File: src/rtl/pds_pkg.sv
// Shared types and constants for the PDS power-grant arbiter.
package pds_pkg;

  localparam int NUM_PORTS    = 8;
  localparam int PRIO_W       = 2;
  localparam int PORT_PWR_DEF = 16;
  localparam int ALLOC_W_DEF  = 12;

  typedef enum logic [1:0] {
    IDLE,
    SHED,
    GRANT
  } pds_arb_state_t;

  typedef logic [PRIO_W-1:0] pds_prio_t;

  typedef enum logic {
    SEL_BEST,
    SEL_WORST
  } pds_sel_mode_t;

endpackage

File: src/rtl/pds_prio_select.sv
// Combinational priority search over a port mask.
// Best: highest prio, lowest index wins ties. Worst: lowest prio, highest index wins ties.
module pds_prio_select #(
  parameter int N  = pds_pkg::NUM_PORTS,
  parameter int PW = pds_pkg::PRIO_W
) (
  input  logic [N-1:0]           mask,
  input  logic [N*PW-1:0]        prio,
  input  pds_pkg::pds_sel_mode_t mode,
  output logic                   valid,
  output logic [$clog2(N)-1:0]   index,
  output logic [PW-1:0]          sel_prio
);

  logic [PW-1:0] p_i;
  logic          take;

  always_comb begin
    valid    = 1'b0;
    index    = '0;
    sel_prio = '0;
    p_i      = '0;
    take     = 1'b0;
    for (int i = 0; i < N; i++) begin
      p_i  = prio[i*PW +: PW];
      // Strict compare keeps the first hit; non-strict lets later indices take over.
      take = (mode == pds_pkg::SEL_BEST) ? (p_i > sel_prio) : (p_i <= sel_prio);
      if (mask[i] && (!valid || take)) begin
        valid    = 1'b1;
        index    = ($clog2(N))'(i);
        sel_prio = p_i;
      end
    end
  end

endmodule

File: src/rtl/pds_power_arbiter.sv
// Power-grant arbiter for the 8-port PDS: keeps granted power within pwr_bdj,
// serving requests by priority with preemption and load shedding.
//
// state | meaning
// IDLE  | evaluate budget and pending requests; no grant or revoke
// SHED  | over budget: revoke the lowest-priority grant each cycle
// GRANT | grant the best pending port, or revoke a lower-priority holder
module pds_power_arbiter #(
  parameter int NUM_PORTS = pds_pkg::NUM_PORTS,
  parameter int PORT_PWR  = pds_pkg::PORT_PWR_DEF,
  parameter int ALLOC_W   = pds_pkg::ALLOC_W_DEF
) (
  input  logic                                   pclk,
  input  logic                                   prst,
  input  logic [NUM_PORTS-1:0]                   req,
  input  logic [NUM_PORTS-1:0]                   off,
  input  logic [pds_pkg::PRIO_W*NUM_PORTS-1:0]   prio,
  input  logic [7:0]                             pwr_bdj,
  input  logic                                   ports_off,
  output logic [NUM_PORTS-1:0]                   gnt,
  output logic [ALLOC_W-1:0]                     alloc_pwr,
  output logic                                   busy
);

  import pds_pkg::*;

  localparam int               IDX_W  = $clog2(NUM_PORTS);
  localparam logic [ALLOC_W:0] STEP_X = (ALLOC_W+1)'(PORT_PWR);
  localparam logic [ALLOC_W-1:0] STEP = ALLOC_W'(PORT_PWR);

  pds_arb_state_t       state_q, state_d;
  logic [NUM_PORTS-1:0] gnt_q, gnt_d;
  logic [ALLOC_W-1:0]   alloc_q, alloc_d;

  logic [NUM_PORTS-1:0] released;
  logic [NUM_PORTS-1:0] gnt_eff;
  logic [NUM_PORTS-1:0] pending;
  logic [NUM_PORTS-1:0] pending_nxt;
  logic [NUM_PORTS-1:0] cand_onehot;
  logic [ALLOC_W-1:0]   alloc_eff;
  logic [ALLOC_W:0]     alloc_x;
  logic [ALLOC_W:0]     bdj_x;

  logic                 cand_vld;
  logic                 victim_vld;
  logic [IDX_W-1:0]     cand_idx;
  logic [IDX_W-1:0]     victim_idx;
  pds_prio_t            cand_prio;
  pds_prio_t            victim_prio;

  logic                 fits;
  logic                 fits_two;
  logic                 over;
  logic                 preempt_ok;
  logic                 shed_done;
  logic                 higher_waiting;
  logic                 more_after_grant;

  // Drops and force-offs return their power before any arbitration this edge.
  always_comb begin
    released  = gnt_q & (~req | off);
    gnt_eff   = gnt_q & ~released;
    alloc_eff = alloc_q;
    for (int i = 0; i < NUM_PORTS; i++) begin
      if (released[i]) begin
        alloc_eff = alloc_eff - STEP;
      end
    end
    pending = req & ~off & ~gnt_eff;
  end

  pds_prio_select #(
    .N  (NUM_PORTS),
    .PW (PRIO_W)
  ) u_cand (
    .mask     (pending),
    .prio     (prio),
    .mode     (SEL_BEST),
    .valid    (cand_vld),
    .index    (cand_idx),
    .sel_prio (cand_prio)
  );

  pds_prio_select #(
    .N  (NUM_PORTS),
    .PW (PRIO_W)
  ) u_victim (
    .mask     (gnt_eff),
    .prio     (prio),
    .mode     (SEL_WORST),
    .valid    (victim_vld),
    .index    (victim_idx),
    .sel_prio (victim_prio)
  );

  always_comb begin
    alloc_x    = {1'b0, alloc_eff};
    bdj_x      = (ALLOC_W+1)'(pwr_bdj);
    fits       = (alloc_x + STEP_X) <= bdj_x;
    fits_two   = (alloc_x + (STEP_X << 1)) <= bdj_x;
    over       = alloc_x > bdj_x;
    shed_done  = alloc_x <= (bdj_x + STEP_X);
    preempt_ok = cand_vld && victim_vld && (victim_prio < cand_prio);

    // After granting cand, the weakest holder is still victim whenever a
    // preempt could follow, so only the remaining pending set needs scanning.
    cand_onehot    = NUM_PORTS'(1) << cand_idx;
    pending_nxt    = pending & ~cand_onehot;
    higher_waiting = 1'b0;
    for (int i = 0; i < NUM_PORTS; i++) begin
      if (pending_nxt[i] && (prio[i*PRIO_W +: PRIO_W] > victim_prio)) begin
        higher_waiting = 1'b1;
      end
    end
    more_after_grant = ((|pending_nxt) && fits_two) || (preempt_ok && higher_waiting);
  end

  always_comb begin
    gnt_d   = gnt_eff;
    alloc_d = alloc_eff;
    state_d = state_q;
    if (ports_off) begin
      gnt_d   = '0;
      alloc_d = '0;
      state_d = IDLE;
    end else begin
      case (state_q)
        IDLE: begin
          if (over) begin
            state_d = SHED;
          end else if (cand_vld && (fits || preempt_ok)) begin
            state_d = GRANT;
          end
        end
        SHED: begin
          if (over && victim_vld) begin
            gnt_d[victim_idx] = 1'b0;
            alloc_d           = alloc_eff - STEP;
            state_d           = shed_done ? IDLE : SHED;
          end else begin
            state_d = IDLE;
          end
        end
        GRANT: begin
          if (over) begin
            state_d = SHED;
          end else if (cand_vld && fits) begin
            gnt_d[cand_idx] = 1'b1;
            alloc_d         = alloc_eff + STEP;
            state_d         = more_after_grant ? GRANT : IDLE;
          end else if (preempt_ok) begin
            // Freed power always fits cand next cycle, so stay in GRANT.
            gnt_d[victim_idx] = 1'b0;
            alloc_d           = alloc_eff - STEP;
            state_d           = GRANT;
          end else begin
            state_d = IDLE;
          end
        end
        default: state_d = IDLE;
      endcase
    end
  end

  always_ff @(posedge pclk) begin
    if (prst) begin
      state_q <= IDLE;
      gnt_q   <= '0;
      alloc_q <= '0;
    end else begin
      state_q <= state_d;
      gnt_q   <= gnt_d;
      alloc_q <= alloc_d;
    end
  end

  assign gnt       = gnt_q;
  assign alloc_pwr = alloc_q;
  assign busy      = (state_q != IDLE);

endmodule
File: config.mk
export PLATFORM = sky130hd
export DESIGN_NAME = pds_power_arbiter
export DESIGN_NICKNAME = d
export VERILOG_FILES = /design/src/rtl/pds_pkg.sv /design/src/rtl/pds_prio_select.sv /design/src/rtl/pds_power_arbiter.sv
export SDC_FILE = /design/constraint.sdc
export NUM_CORES = 1
export LEC_CHECK = 0
export CORE_ASPECT_RATIO = 1.75
export CORE_UTILIZATION = 59
export DETAILED_ROUTE_END_ITERATION = 8
export PLACE_DENSITY = 0.83
export SETUP_SLACK_MARGIN = 0.05
export SKIP_CTS_REPAIR_TIMING = 1
export SYNTH_ARGS = -nofsm -noshare
export SYNTH_HDL_FRONTEND = slang
export SYNTH_SLANG_ARGS = --single-unit
File: constraint.sdc
create_clock -name pclk -period 20.1 [get_ports pclk]
set_input_delay 6.03 -clock pclk [delete_from_list [all_inputs] [get_ports pclk]]
set_output_delay 6.03 -clock pclk [all_outputs]
set_load 0.03 [all_outputs]
==> results of run 1 <==
worst paths after layout:
check | cells past startpoint | startpoint | to
worst max register to register | 50 | gnt[0] | alloc_pwr[6]
worst max-delay path | 51 | req[0] | alloc_pwr[6]
worst min-delay path | 3 | state_q[0] | state_q[0]
worst min register to register | 3 | state_q[0] | state_q[0]
power by group:
| group | switching, W | internal (W) |
|---|---|---|
| Clock | 0.0000155 | 0.0000304 |
| Combinational | 0.0000701 | 0.0000453 |
| Sequential | 0.000000978 | 0.0000364 |
area by class of cell:
class                           count  area, µm²
Multi-Input combinational cell    697       4981
Fill cell                         870       3047
Timing Repair Buffer               59      590.6
Sequential cell                    18      360.3
Inverter                           66      247.7
Tap cell                          122      152.6
Clock buffer                        4      88.84
sequential cells by signal, summed over array words and instances (netlist names):
signal	cells
state_q	2
gnt	8
alloc_pwr	8
Yosys cell counts (4+ instances only):
master     instances
nand3b_1           4
nand4_1            9
and2_1            12
or3_1              7
o211ai_1          12
a21o_1             6
xor2_1             4
o21ai_0           40
mux2i_1            7
nor3b_1            6
o22ai_1            6
dfxtp_1           18
o41ai_1            4
or2_2              6
a31oi_1           13
nor4_1             9
buf_4              5
nand2b_1          19
a21oi_1           55
inv_1             63
o31ai_1            7
and3_1            18
o21a_1             4
clkbuf_1          16
a221oi_1           7
mux2_2            12
nand2_1           80
a211oi_1          16
a32o_1             6
xnor2_2            4
o2bb2ai_1          4
nor3_1            23
ha_1              80
buf_2              5
nor2_1            63
and4_1             4
xnor2_1           29
nand3_1           26
nor2b_1           17
critical path, delay by kind of cell:
kind,cells,cell delay (ns)
adders and majority gates,8,2.33
and+or+nand+nor,12,3.36
AOI/OAI and AO/OA,22,4.98
buffers and inverters,5,0.80
muxes,4,1.46
metal layers:
metal / vias to the layer above / routed length (µm) / GRT usage, %
met3: 106 / 905 / 4.637
met5: - / 0 / 0
li1: 3052 / - / -
met4: 0 / 1426 / 28.74
met1: 2969 / 6864 / 35.63
met2: 288 / 9420 / 67.72
logic make-up after synthesis:
family / count (synthesis) / synth area share [%]
mux: 19 / 3.583
buf+inv: 95 / 6.926
simple gates: 320 / 28.97
flops: 18 / 6.292
compound gates: 228 / 27.70
fa+ha+maj: 82 / 17.83
xor+xnor: 44 / 8.630
other cells: 1 / 0.06548
per-stage QoR:
stage          cells  util [%]
2_1_floorplan    810         -
3_3_place_gp     962     66.88
3_5_place_dp     962     66.88
4_1_cts          966     67.82
5_1_grt          966     67.82
6_report         966     67.82
==> impl_metrics.json, run 1 <==
{
  "syn_inst": 807,
  "coreArea_um2": 9468,
  "crit_path_max_incr_delay_ns": 0.86,
  "clockRootBuffer": "clkbuf_16",
  "synthFlopType": "dfxtp_1",
  "grt_pass1_wl_mm": 29.81,
  "layout_common_cells": "80 x nand2_1, 80 x ha_1, 63 x inv_1, 63 x nor2_1, 59 x clkdlybuf4s50_1",
  "dp_hpwl_mm": 15.26,
  "r2r_slack_ns": 7.01,
  "antenna_found_initial": 0,
  "vias": 6415,
  "ys_seq_elements": 18,
  "synth.avg_cell_area_um2": 7.096,
  "cellPowerDensity_nw_per_um2": 30.94,
  "crit_path_start_kind": "primary input",
  "setup_ws_ns": 1.250,
  "antennaDiodeCount": 0,
  "timing_worst_setup_path_type": "in2reg",
  "synth_area_leaders": "ha_1 17%, dfxtp_1 6.3%, nand2_1 5.2%",
  "drive_gt1_share_pct": 5.924,
  "drc_errors": 0,
  "leakagePower_nw": 2.589,
  "drtIter0Drc": 374,
  "pre_cts_slack_ns": 1.128,
  "post_dp_cell_area_um2": 6332,
  "hold_viol": 0,
  "end_kind": "flip-flop",
  "drt-total-wl_mm": 18.62,
  "wl_per_cell_um": 19.27,
  "tritoncts": "done",
  "hold_class": "reg2reg",
  "die_w_um": 76.48,
  "tns_ns": 0,
  "ctsHtreeMaxLevel": 1,
  "firstDrtPassIters": 7,
  "fmaxAchievable_ghz": 0.05305,
  "cts_made_buffers": 3,
  "grt.overflow.total": 0,
  "yosysSeqAreaShare_pct": 6.292,
  "max_slew.worst_pin.slew_ns": 1.108,
  "ant_nets": 0,
  "maxSlewViolCount": 0,
  "cpMostUsedCell": "o21ai_0",
  "grt_pass1_vias": 6460,
  "worstPathRequired_ns": 20.21,
  "die_y_um": 132.3,
  "grt_use_total_pct": 36.46,
  "yosysWarnings": 0,
  "row_count": 47,
  "cts.sinks": 18,
  "worstPathArrival_ns": 18.96,
  "cts.clk_slew.worst_paths_ns": 0.06,
  "io_pins": 64,
  "clkLatencyLatePin_ns": 0.26,
  "clock_path_buffers": 2,
  "vdd_ir_drop_max_uv": 42.29,
  "setup_viol": 0,
  "skew_ns": 0.01437,
  "whs_ns": 0.6509,
  "status": "complete, no violations",
  "viasPerCell": 6.641,
  "synth.cell_area_um2": 5727,
  "maxSlewHeadroom_pct": 25.42,
  "critPathMaxFanout": 9,
  "cpMaxStageDelayCell": "nor4_1",
  "yosysUniqueCellTypes": 89,
  "period_needed_ns": 18.85,
  "finalCritPeriodShare_pct": 93.78,
  "design_area_um2": 6421,
  "initial_utilization_pct": 60.49,
  "gp_congestion": 0.9931,
  "synth_top_cell_by_area": "ha_1",
  "maxCapViolations": 0,
  "finalPower_w": 0.0001987,
  "num-nets-final": 968,
  "rsz0062_at_grt": "no",
  "synth-edff-count": 0,
  "synthToLayoutAreaGrowth_pct": 12.13,
  "async_reset_ff_share_pct": 0,
  "synth_top_area_share_pct": 17.48,
  "portBuffers": 59,
  "fp.dieArea_um2": 10120,
  "grt_max_degree": 18
}
No activity file was read; power rests on OpenSTA's default activity.
==> run 2, diff against run 1 <==
SKIP_LAST_GASP = 1   (was unset)
==> results of run 2 <==
Same layout as run 1: the final DEF is identical, and so are final timing and power.
